==> config.mk <==
export PLATFORM = sky130hd
export DESIGN_NAME = rs_wakeup_select_flat
export DESIGN_NICKNAME = d
export VERILOG_FILES = /design/src/rtl/rs_wakeup_select_if.sv /design/src/rtl/rs_wakeup_select.sv /design/src/flat_wrapper.sv
export SDC_FILE = /design/constraint.sdc
export NUM_CORES = 2
export LEC_CHECK = 0
export BUFFER_PORTS_ARGS = -buffer_cell sky130_fd_sc_hd__buf_4
export CORE_MARGIN = 10
export CORE_UTILIZATION = 52
export DETAILED_ROUTE_END_ITERATION = 6
export GPL_ROUTABILITY_DRIVEN = 0
export PLACE_DENSITY_LB_ADDON = 0.08
export SLEW_MARGIN = 20
export SYNTH_ARGS = -nofsm -noshare
export SYNTH_HDL_FRONTEND = slang
export SYNTH_SLANG_ARGS = --single-unit
==> constraint.sdc <==
create_clock -name clock -period 23.6 [get_ports clock]
set_input_delay 4.72 -clock clock [delete_from_list [all_inputs] [get_ports clock]]
set_output_delay 4.72 -clock clock [all_outputs]
set_load 0.05 [all_outputs]
==> src/rtl/rs_wakeup_select_if.sv <==
// Dispatch, CDB, squash and issue bundle for the unified reservation station.
// The master side (dispatch/issue logic) drives requests; the slave side (the RS) drives status and issue.
interface rs_wakeup_select_if #(
    parameter int RS_SZ    = 8,
    parameter int FU_TYPES = 4,
    parameter int PREG_W   = 6,
    parameter int ROB_W    = 5
);
    localparam int FU_W  = $clog2(FU_TYPES);
    localparam int CNT_W = $clog2(RS_SZ) + 1;

    logic                       disp_en;
    logic [FU_W-1:0]            disp_fu;
    logic [PREG_W-1:0]          disp_t1;
    logic                       disp_t1_rdy;
    logic [PREG_W-1:0]          disp_t2;
    logic                       disp_t2_rdy;
    logic [PREG_W-1:0]          disp_dest;
    logic [ROB_W-1:0]           disp_rob;
    logic                       disp_ready;
    logic [CNT_W-1:0]           free_cnt;
    logic                       cdb_en;
    logic [PREG_W-1:0]          cdb_tag;
    logic [FU_TYPES-1:0]        fu_busy;
    logic                       squash;
    logic [FU_TYPES-1:0]        iss_valid;
    logic [FU_TYPES*PREG_W-1:0] iss_dest;
    logic [FU_TYPES*PREG_W-1:0] iss_t1;
    logic [FU_TYPES*PREG_W-1:0] iss_t2;
    logic [FU_TYPES*ROB_W-1:0]  iss_rob;

    modport master (
        output disp_en, disp_fu, disp_t1, disp_t1_rdy, disp_t2, disp_t2_rdy,
               disp_dest, disp_rob, cdb_en, cdb_tag, fu_busy, squash,
        input  disp_ready, free_cnt, iss_valid, iss_dest, iss_t1, iss_t2, iss_rob
    );

    modport slave (
        input  disp_en, disp_fu, disp_t1, disp_t1_rdy, disp_t2, disp_t2_rdy,
               disp_dest, disp_rob, cdb_en, cdb_tag, fu_busy, squash,
        output disp_ready, free_cnt, iss_valid, iss_dest, iss_t1, iss_t2, iss_rob
    );
endinterface

==> src/rtl/rs_wakeup_select.sv <==
// Unified reservation station: CDB tag wakeup and oldest-ready select per FU class.
// Optional macro RS_CDB_BYPASS_EN lets a same-cycle CDB match count as ready (one cycle earlier issue).
module rs_wakeup_select #(
    parameter int RS_SZ    = 8,
    parameter int FU_TYPES = 4,
    parameter int PREG_W   = 6,
    parameter int ROB_W    = 5
) (
    input  logic              clock,
    input  logic              reset,
    rs_wakeup_select_if.slave rs
);
    localparam int IDX_W = $clog2(RS_SZ);
    localparam int CNT_W = IDX_W + 1;
    localparam int FU_W  = $clog2(FU_TYPES);

    // Entry storage
    logic [RS_SZ-1:0]           valid_r;
    logic [RS_SZ-1:0]           r1_r;
    logic [RS_SZ-1:0]           r2_r;
    logic [FU_W-1:0]            fu_r   [RS_SZ];
    logic [PREG_W-1:0]          t1_r   [RS_SZ];
    logic [PREG_W-1:0]          t2_r   [RS_SZ];
    logic [PREG_W-1:0]          dest_r [RS_SZ];
    logic [ROB_W-1:0]           rob_r  [RS_SZ];
    logic [IDX_W-1:0]           rank_r [RS_SZ];

    // Registered outputs
    logic [CNT_W-1:0]           free_cnt_r;
    logic                       disp_ready_r;
    logic [FU_TYPES-1:0]        iss_valid_r;
    logic [FU_TYPES*PREG_W-1:0] iss_dest_r;
    logic [FU_TYPES*PREG_W-1:0] iss_t1_r;
    logic [FU_TYPES*PREG_W-1:0] iss_t2_r;
    logic [FU_TYPES*ROB_W-1:0]  iss_rob_r;

    // Next-state terms
    logic                       clear_s;
    logic [RS_SZ-1:0]           m1_s;
    logic [RS_SZ-1:0]           m2_s;
    logic [RS_SZ-1:0]           rdy_s;
    logic [RS_SZ-1:0]           issue_s;
    logic [FU_TYPES-1:0]        sel_vld_s;
    logic [IDX_W-1:0]           sel_idx_s [FU_TYPES];
    logic [CNT_W-1:0]           n_iss_s;
    logic [CNT_W-1:0]           vcnt_s;
    logic [IDX_W-1:0]           new_rank_s;
    logic [IDX_W-1:0]           dec_s [RS_SZ];
    logic                       disp_fire_s;
    logic [IDX_W-1:0]           free_idx_s;
    logic                       d_r1_s;
    logic                       d_r2_s;
    logic [CNT_W-1:0]           free_cnt_nxt_s;

    assign clear_s     = reset || rs.squash;
    assign disp_fire_s = rs.disp_en && disp_ready_r;
    assign d_r1_s      = rs.disp_t1_rdy || (rs.cdb_en && (rs.cdb_tag == rs.disp_t1));
    assign d_r2_s      = rs.disp_t2_rdy || (rs.cdb_en && (rs.cdb_tag == rs.disp_t2));

    // CDB tag match per entry and per-entry readiness
    always_comb begin
        m1_s  = {RS_SZ{1'b0}};
        m2_s  = {RS_SZ{1'b0}};
        rdy_s = {RS_SZ{1'b0}};
        for (int i = 0; i < RS_SZ; i++) begin
            m1_s[i] = rs.cdb_en && (t1_r[i] == rs.cdb_tag);
            m2_s[i] = rs.cdb_en && (t2_r[i] == rs.cdb_tag);
`ifdef RS_CDB_BYPASS_EN
            rdy_s[i] = valid_r[i] && (r1_r[i] || m1_s[i]) && (r2_r[i] || m2_s[i]);
`else
            rdy_s[i] = valid_r[i] && r1_r[i] && r2_r[i];
`endif
        end
    end

    // Oldest-ready select per FU class; a busy class never gets a grant
    always_comb begin
        logic             found;
        logic [IDX_W-1:0] best;
        issue_s = {RS_SZ{1'b0}};
        for (int f = 0; f < FU_TYPES; f++) begin
            found = 1'b0;
            best  = {IDX_W{1'b0}};
            for (int i = 0; i < RS_SZ; i++) begin
                if (rdy_s[i] && !rs.fu_busy[f] && (fu_r[i] == FU_W'(f)) &&
                    (!found || (rank_r[i] < rank_r[best]))) begin
                    found = 1'b1;
                    best  = IDX_W'(i);
                end else begin
                    found = found;
                end
            end
            sel_vld_s[f] = found;
            sel_idx_s[f] = best;
            if (found) begin
                issue_s[best] = 1'b1;
            end else begin
                issue_s = issue_s;
            end
        end
    end

    // Issue count, age compaction and new-entry rank
    always_comb begin
        n_iss_s = {CNT_W{1'b0}};
        for (int i = 0; i < RS_SZ; i++) begin
            n_iss_s = n_iss_s + CNT_W'(issue_s[i]);
        end
        for (int i = 0; i < RS_SZ; i++) begin
            dec_s[i] = {IDX_W{1'b0}};
            for (int j = 0; j < RS_SZ; j++) begin
                dec_s[i] = dec_s[i] + IDX_W'(issue_s[j] && (rank_r[j] < rank_r[i]));
            end
        end
        vcnt_s         = CNT_W'(RS_SZ) - free_cnt_r;
        new_rank_s     = IDX_W'(vcnt_s - n_iss_s);
        free_cnt_nxt_s = free_cnt_r + n_iss_s - CNT_W'(disp_fire_s);
    end

    // Lowest-index slot free in registered state
    always_comb begin
        free_idx_s = {IDX_W{1'b0}};
        for (int i = RS_SZ - 1; i >= 0; i--) begin
            if (!valid_r[i]) begin
                free_idx_s = IDX_W'(i);
            end else begin
                free_idx_s = free_idx_s;
            end
        end
    end

    // Entry update: issue frees, dispatch fills, wakeup and rank compaction on survivors
    always_ff @(posedge clock) begin
        if (clear_s) begin
            valid_r <= {RS_SZ{1'b0}};
            r1_r    <= {RS_SZ{1'b0}};
            r2_r    <= {RS_SZ{1'b0}};
            for (int i = 0; i < RS_SZ; i++) begin
                fu_r[i]   <= {FU_W{1'b0}};
                t1_r[i]   <= {PREG_W{1'b0}};
                t2_r[i]   <= {PREG_W{1'b0}};
                dest_r[i] <= {PREG_W{1'b0}};
                rob_r[i]  <= {ROB_W{1'b0}};
                rank_r[i] <= {IDX_W{1'b0}};
            end
        end else begin
            for (int i = 0; i < RS_SZ; i++) begin
                if (issue_s[i]) begin
                    valid_r[i] <= 1'b0;
                end else if (disp_fire_s && (free_idx_s == IDX_W'(i))) begin
                    valid_r[i] <= 1'b1;
                    fu_r[i]    <= rs.disp_fu;
                    t1_r[i]    <= rs.disp_t1;
                    r1_r[i]    <= d_r1_s;
                    t2_r[i]    <= rs.disp_t2;
                    r2_r[i]    <= d_r2_s;
                    dest_r[i]  <= rs.disp_dest;
                    rob_r[i]   <= rs.disp_rob;
                    rank_r[i]  <= new_rank_s;
                end else if (valid_r[i]) begin
                    r1_r[i]   <= r1_r[i] || m1_s[i];
                    r2_r[i]   <= r2_r[i] || m2_s[i];
                    rank_r[i] <= rank_r[i] - dec_s[i];
                end else begin
                    valid_r[i] <= 1'b0;
                end
            end
        end
    end

    // Issue registers: one-cycle valid pulse, payload loaded from the granted entry
    always_ff @(posedge clock) begin
        if (clear_s) begin
            iss_valid_r <= {FU_TYPES{1'b0}};
            iss_dest_r  <= {(FU_TYPES*PREG_W){1'b0}};
            iss_t1_r    <= {(FU_TYPES*PREG_W){1'b0}};
            iss_t2_r    <= {(FU_TYPES*PREG_W){1'b0}};
            iss_rob_r   <= {(FU_TYPES*ROB_W){1'b0}};
        end else begin
            iss_valid_r <= sel_vld_s;
            for (int f = 0; f < FU_TYPES; f++) begin
                if (sel_vld_s[f]) begin
                    iss_dest_r[f*PREG_W +: PREG_W] <= dest_r[sel_idx_s[f]];
                    iss_t1_r[f*PREG_W +: PREG_W]   <= t1_r[sel_idx_s[f]];
                    iss_t2_r[f*PREG_W +: PREG_W]   <= t2_r[sel_idx_s[f]];
                    iss_rob_r[f*ROB_W +: ROB_W]    <= rob_r[sel_idx_s[f]];
                end else begin
                    iss_dest_r[f*PREG_W +: PREG_W] <= iss_dest_r[f*PREG_W +: PREG_W];
                end
            end
        end
    end

    // Occupancy tracking; disp_ready mirrors the registered free count
    always_ff @(posedge clock) begin
        if (clear_s) begin
            free_cnt_r   <= CNT_W'(RS_SZ);
            disp_ready_r <= 1'b1;
        end else begin
            free_cnt_r   <= free_cnt_nxt_s;
            disp_ready_r <= (free_cnt_nxt_s != {CNT_W{1'b0}});
        end
    end

    assign rs.free_cnt   = free_cnt_r;
    assign rs.disp_ready = disp_ready_r;
    assign rs.iss_valid  = iss_valid_r;
    assign rs.iss_dest   = iss_dest_r;
    assign rs.iss_t1     = iss_t1_r;
    assign rs.iss_t2     = iss_t2_r;
    assign rs.iss_rob    = iss_rob_r;
endmodule

==> src/flat_wrapper.sv <==
// flat-port wrapper written by rule: the top's interface ports become plain ports
module rs_wakeup_select_flat 
#(
    parameter int RS_SZ    = 8,
    parameter int FU_TYPES = 4,
    parameter int PREG_W   = 6,
    parameter int ROB_W    = 5
)
  (clock, reset, rs_disp_en, rs_disp_fu, rs_disp_t1, rs_disp_t1_rdy, rs_disp_t2, rs_disp_t2_rdy, rs_disp_dest, rs_disp_rob, rs_cdb_en, rs_cdb_tag, rs_fu_busy, rs_squash, rs_disp_ready, rs_free_cnt, rs_iss_valid, rs_iss_dest, rs_iss_t1, rs_iss_t2, rs_iss_rob);
  rs_wakeup_select_if #(.RS_SZ(RS_SZ), .FU_TYPES(FU_TYPES), .PREG_W(PREG_W), .ROB_W(ROB_W)) rs_i ();
  input  logic clock;
  input  logic reset;
  input wire logic [$bits(rs_i.disp_en)-1:0] rs_disp_en;
  input wire logic [$bits(rs_i.disp_fu)-1:0] rs_disp_fu;
  input wire logic [$bits(rs_i.disp_t1)-1:0] rs_disp_t1;
  input wire logic [$bits(rs_i.disp_t1_rdy)-1:0] rs_disp_t1_rdy;
  input wire logic [$bits(rs_i.disp_t2)-1:0] rs_disp_t2;
  input wire logic [$bits(rs_i.disp_t2_rdy)-1:0] rs_disp_t2_rdy;
  input wire logic [$bits(rs_i.disp_dest)-1:0] rs_disp_dest;
  input wire logic [$bits(rs_i.disp_rob)-1:0] rs_disp_rob;
  input wire logic [$bits(rs_i.cdb_en)-1:0] rs_cdb_en;
  input wire logic [$bits(rs_i.cdb_tag)-1:0] rs_cdb_tag;
  input wire logic [$bits(rs_i.fu_busy)-1:0] rs_fu_busy;
  input wire logic [$bits(rs_i.squash)-1:0] rs_squash;
  output wire logic [$bits(rs_i.disp_ready)-1:0] rs_disp_ready;
  output wire logic [$bits(rs_i.free_cnt)-1:0] rs_free_cnt;
  output wire logic [$bits(rs_i.iss_valid)-1:0] rs_iss_valid;
  output wire logic [$bits(rs_i.iss_dest)-1:0] rs_iss_dest;
  output wire logic [$bits(rs_i.iss_t1)-1:0] rs_iss_t1;
  output wire logic [$bits(rs_i.iss_t2)-1:0] rs_iss_t2;
  output wire logic [$bits(rs_i.iss_rob)-1:0] rs_iss_rob;
  assign rs_i.disp_en = rs_disp_en;
  assign rs_i.disp_fu = rs_disp_fu;
  assign rs_i.disp_t1 = rs_disp_t1;
  assign rs_i.disp_t1_rdy = rs_disp_t1_rdy;
  assign rs_i.disp_t2 = rs_disp_t2;
  assign rs_i.disp_t2_rdy = rs_disp_t2_rdy;
  assign rs_i.disp_dest = rs_disp_dest;
  assign rs_i.disp_rob = rs_disp_rob;
  assign rs_i.cdb_en = rs_cdb_en;
  assign rs_i.cdb_tag = rs_cdb_tag;
  assign rs_i.fu_busy = rs_fu_busy;
  assign rs_i.squash = rs_squash;
  assign rs_disp_ready = rs_i.disp_ready;
  assign rs_free_cnt = rs_i.free_cnt;
  assign rs_iss_valid = rs_i.iss_valid;
  assign rs_iss_dest = rs_i.iss_dest;
  assign rs_iss_t1 = rs_i.iss_t1;
  assign rs_iss_t2 = rs_i.iss_t2;
  assign rs_iss_rob = rs_i.iss_rob;
  rs_wakeup_select #(.RS_SZ(RS_SZ), .FU_TYPES(FU_TYPES), .PREG_W(PREG_W), .ROB_W(ROB_W)) u_core (.clock(clock), .reset(reset), .rs(rs_i));
endmodule
### Word level (Yosys, flattened, before mapping)

Memories as Yosys holds them, arrays and structs flattened. A register that Yosys moved wholly into a read port is not among the register bits.
Index checks and enable logic that the tools add are counted.

| word-level totals | value |
|---|---|
| bits in registers | 33 |
| output and inout bits | 101 |
| memories kept | 6 |
| RAM bits | 224 |
| logic and storage cells | 887 |

Memories:

| name | words | width | rd ports | clocked after Yosys merged registers in | write ports | line | text |
|---|---|---|---|---|---|---|---|
| u_core.dest_r | 8 | 6 | 4 | 4 | 8 | rs_wakeup_select.sv:24 | `logic [PREG_W-1:0] dest_r [RS_SZ];` |
| u_core.t1_r | 8 | 6 | 12 | 4 | 8 | rs_wakeup_select.sv:22 | `logic [PREG_W-1:0] t1_r [RS_SZ];` |
| u_core.t2_r | 8 | 6 | 12 | 4 | 8 | rs_wakeup_select.sv:23 | `logic [PREG_W-1:0] t2_r [RS_SZ];` |
| u_core.rob_r | 8 | 5 | 4 | 4 | 8 | rs_wakeup_select.sv:25 | `logic [ROB_W-1:0] rob_r [RS_SZ];` |
| u_core.rank_r | 8 | 3 | 32 | 0 | 8 | rs_wakeup_select.sv:26 | `logic [IDX_W-1:0] rank_r [RS_SZ];` |
| u_core.fu_r | 8 | 2 | 8 | 0 | 8 | rs_wakeup_select.sv:21 | `logic [FU_W-1:0] fu_r [RS_SZ];` |

| operators by class | value |
|---|---|
| bitwise operators | 67 |
| magnitude comparators | 97 |
| add/sub/neg operators | 75 |
| equal/unequal tests | 49 |
| mux-type cells | 250 |
| reduce and logical (&&, ||, !) cells | 316 |

Operators by type and width:

| operator | number |
|---|---|
| $lt 3x3->1 | 89 |
| $logic_and 1x1->1 | 203 |
| $mux 1 | 154 |
| $add 3x1->3 | 48 |
| $mux 6 | 24 |
| $mux 3 | 40 |
| $eq 6x6->1 | 18 |
| $or 1x1->1 | 56 |
| $logic_or 1x1->1 | 47 |
| $mux 5 | 8 |
| $eq 2x2->1 const B | 16 |
| $logic_not 1->1 | 32 |
| $mux 2 | 16 |
| $mux 8 | 4 |
| $sub 3x3->3 | 9 |
| $add 4x1->4 | 6 |
| $or 8x8->8 | 3 |
| $add 1x1->2 | 9 |
| $eq 2x1->1 const B | 8 |
| $logic_not 2->1 | 8 |
| $lt 3x4->1 const B | 4 |
| $reduce_and 2->1 | 8 |
| $reduce_bool 2->1 | 8 |
| $reduce_or 2->1 | 8 |
| other kinds (11) | 28 |

### Depth between registers and ports, before layout

An unclocked memory read counts as a cell.

| depth | value |
|---|---|
| word-level depth | 60 |
| gate-level depth with buffers | 85 |
| depth with buffers taken out | 80 |

### Least setup slack after synthesis

Ideal clock, no wire load.

| path | value |
|---|---|
| kind | input to register |
| start point | input rs_fu_busy[3] |
| end point | memory u_core.rank_r[3][2] in the netlist's numbering (data pin) |
| path buffers | 8 |
| required time | 23.325 ns |
| setup slack | 3.183 ns |
| data arrival time | 20.142 ns |
| cell stages on the path | 69 |
| cell sequence | clkbuf_1 or3b_1 buf_2 o21a_4 nor2_1 a21oi_1 ha_1 o21ai_0 a2111oi_4 nor3_2 nand2_1 buf_2 nand2_1 o21ai_0 ha_1 a21oi_1 a31oi_1 or2_2 (+33 left out) o21bai_1 o21ai_0 a41oi_2 o31ai_4 a221oi_4 a311oi_1 fa_1 inv_1 fa_1 inv_1 fa_1 fa_1 inv_1 fa_1 fa_1 xor2_1 xnor2_1 o32ai_2 |

RTL lines:

| item | line | text |
|---|---|---|
| start, declared | flat_wrapper.sv:23 | `input wire logic [$bits(rs_i.fu_busy)-1:0] rs_fu_busy;` |
| end, declared | rs_wakeup_select.sv:26 |  |

==> summary.txt <==
STA
  – Setup Skew: 0.01351 ns
  – Final setup TNS: 0 ns
  – Max Slew Vio Count: 0
  – Final setup fails: 0
  – Minimum clock period: 22.39 ns
  – Achievable Freq: 44.67 MHz
  – Final Hold Vio Count: 0
  – RSZ-0062 raised after global routing: false
  – Final WS setup: 1.213 ns
  – Worst-margin pin slew: 1.124 ns
  – Slew margin rel.: 0.2488
  – Tcrit/Tclk final: 0.9486

Floorplan
  – Die footprint: 64430 um^2
  – Die width: 253.8 um
  – Chip height: 253.8 um
  – I/O Pins: 143
  – Core Region: 54030 um^2
  – Initial Util: 0.5263
  – Num rows: 85

Worst setup path
  – Crit Path Class: input port to flip-flop
  – CP Launch Type: input port
  – Cells on worst reg2reg path: 69
  – CP required: 23.86 ns
  – CP startpoint: rs_fu_busy[3]
  – FF-to-FF End: u_core.rank_r[3][2]
  – Delay-heaviest family, CP: compound AO/OA/AOI/OAI gates
  – Arr. time, crit path: 22.64 ns
  – Crit-path max FO: 14
  – Critical path's slowest cell: a221oi_4
  – Reg2reg setup slack: 3.74 ns
  – Critical path depth in cells: 66
  – RR Startpoint: u_core.rank_r[0][2]
  – Crit. End Element: flip-flop
  – Slowest cell delay on critical path: 0.75 ns
  – Crit path to: u_core.rank_r[3][2]
  – Buf/Inv on CP: 6

Yosys
  – Cells after synthesis: 3256
  – Post-synth top area cell: edfxtp_1
  – Register bit total from synthesis: 349
  – Synth top area cells: edfxtp_1 (24%), dfxtp_1 (8.8%), ha_1 (7.3%)
  – YS warnings: 0
  – Post-synth EDFFs: 224
  – Post-synthesis cell type count: 118
  – Synth Flop Type: edfxtp_1
  – Seq/Total Area, Yosys: 0.3246
  – Synth top area share: 0.2366
  – Syn Nets: 3537
  – Async S/R FF share, synth: 0
  – Avg Inst Size Synth: 8.732 um^2
  – Post-synthesis cell area: 28430 um^2

CTS
  – Clock tree buffer depth: 3
  – Clock latency on the worst-skew pair: 0.54 ns
  – Worst-path clk slew: 0.07 ns
  – Setup bufs post-CTS: 0
  – CTS Hold Bufs: 0
  – Root Buffer: clkbuf_16
  – H-tree depth: 2
  – CTS tree: done
  – Post-CTS sizing: 0
  – Sink Count: 349
  – TritonCTS Buffers: 36

Power and ir drop
  – Power density cells: 49.10 nW/um^2
  – Switching share of power: 0.2854
  – Leakage: 0.01225 uW
  – Sequential Power Share: 0.465
  – Switch Pwr: 438.2 uW
  – Combinational share of power: 0.154
  – Design Power: 1536 uW
  – VDD IR-drop max: 0.00005318 V
  – Power Internal: 1097 uW
  – Clk pwr share: 0.382

Routing
  – First DRT Iteration DRCs: 4965
  – Post-route ant nets: 0
  – DRC Markers: 1
  – Drt first pass iters: 7
  – Vias per cell: 7.349
  – Final wirelength: 124.4 mm
  – Drt wl/cell: 31.09 um
  – Detailed-route via count: 29400

Cells and area
  – Most common cell after layout, fill and taps aside: a21oi_1
  – Post-route cell area: 31280 um^2
  – # nets final: 3557
  – Number of fill cells: 4766
  – Area Overhead vs Synth: 10.00%
  – Share of layout cells above drive strength 1: 0.1133
  – Non-filler instance count after layout: 4001
  – Most frequent cells in the layout: a21oi_1 (339), nor2_1 (313), nand2_1 (269)

Global routing
  – Total gr overflow: 0
  – Met1 usage: 0.4575
  – Met2 usage: 0.5787
  – Antenna violations before repair: 3
  – Tot GR Track Use: 0.3739
  – Largest net degree at the start of global routing: 159
  – First-pass GRT wire length: 182.1 mm
  – Vias in the first global route: 28430
  – Top Usage Layer GRT: met2
  – Routing usage on met3: 0.08836

Placement
  – Worst slack, placed: 1.067 ns
  – DP Cell Count: 3932
  – Placement Cell Area: 30060 um^2
  – Buffers on Ports: 142
  – DP HPWL: 81.88 mm

Flow run
  – Max_cap viols: 0

Min path
  – Hold WC Path Type: flip-flop to flip-flop
  – Hold Crit Start: u_core.r1_r[7]

Outcome
  – Failing checks: design-rule violations
  – Run status: finished with violations
-- through the flow --
stage                     hold slack [ns]  utilization
after floorplan                    0.4406            -
after global placement             0.4597       0.5563
after detailed placement           0.4606       0.5563
after CTS                          0.4767       0.5780
after global routing               0.5095       0.5788
final                              0.4764       0.5789
-- power by group through the flow --
stage	clock [uW]	sequential [uW]	combinational (uW)
after floorplan	0	712	148
after global routing	609	714	257
after CTS	586	710	230
after detailed placement	0	723	227
after global placement	0	723	220
final	586	714	236
-- sequential cells by signal, summed over array words and instances (netlist names) --
signal	count
u_core.dest_r	48
u_core.t1_r	48
u_core.t2_r	48
u_core.rob_r	40
u_core.rank_r	24
u_core.rs.iss_dest	24
u_core.rs.iss_t1	24
u_core.rs.iss_t2	24
u_core.rs.iss_rob	20
u_core.fu_r	16
u_core.r1_r	8
u_core.r2_r	8
u_core.valid_r	8
u_core.rs.free_cnt	4
u_core.rs.iss_valid	4
u_core.rs.disp_ready	1
-- synthesized netlist by cell type (49+ instances only) --
library cell	number
a221oi_1	107
dfxtp_1	125
ha_1	167
nor2_1	321
edfxtp_1	224
inv_1	149
a21oi_1	341
xor2_1	57
nand2_1	270
nand3_1	140
clkbuf_1	176
o21ai_0	134
fa_1	72
a22oi_1	49
xnor2_1	80
-- final cells by class --
| cell class | count | area [um^2] | share of cell area |
|---|---|---|---|
| Antenna cell | 3 | 7.507 | 0.0002400 |
| Multi-Input combinational cell | 2522 | 17780 | 0.5686 |
| Sequential cell | 349 | 9229 | 0.2951 |
| Clock inverter | 12 | 138.9 | 0.004441 |
| Tap cell | 696 | 870.8 | 0.02784 |
| Clock buffer | 52 | 1032 | 0.03300 |
| Inverter | 156 | 590.6 | 0.01888 |
| Timing Repair Buffer | 211 | 1624 | 0.05193 |
-- worst min path at each step --
stage | to | slack (ns) | depth (start not counted)
floorplan | u_core.r1_r[7] | 0.44 | 1
global placement | u_core.r1_r[7] | 0.46 | 1
detailed placement | u_core.r1_r[7] | 0.46 | 1
CTS | u_core.r1_r[7] | 0.48 | 1
global route | u_core.r1_r[7] | 0.51 | 1
finish | u_core.r1_r[7] | 0.48 | 1
-- cells by family after synthesis --
group / count (synthesis) / share of synthesized area
AOI/OAI and AO/OA: 1083 / 0.2684
DFF: 349 / 0.3246
xor gates and xnor gates: 137 / 0.04220
buffers and inverters: 385 / 0.05488
adders and majority gates: 239 / 0.1242
muxes: 30 / 0.01135
and+or+nand+nor: 1033 / 0.1744
-- metal layers --
metal | part of all wire | wire length [um] | vias to the layer above
li1 | - | - | 12250
met1 | 0.36 | 44280 | 13870
met2 | 0.43 | 53820 | 2561
met3 | 0.13 | 15860 | 731
met4 | 0.084 | 10430 | 2
met5 | 0.000064 | 8 | -
No activity file was read; power rests on OpenSTA's default activity.
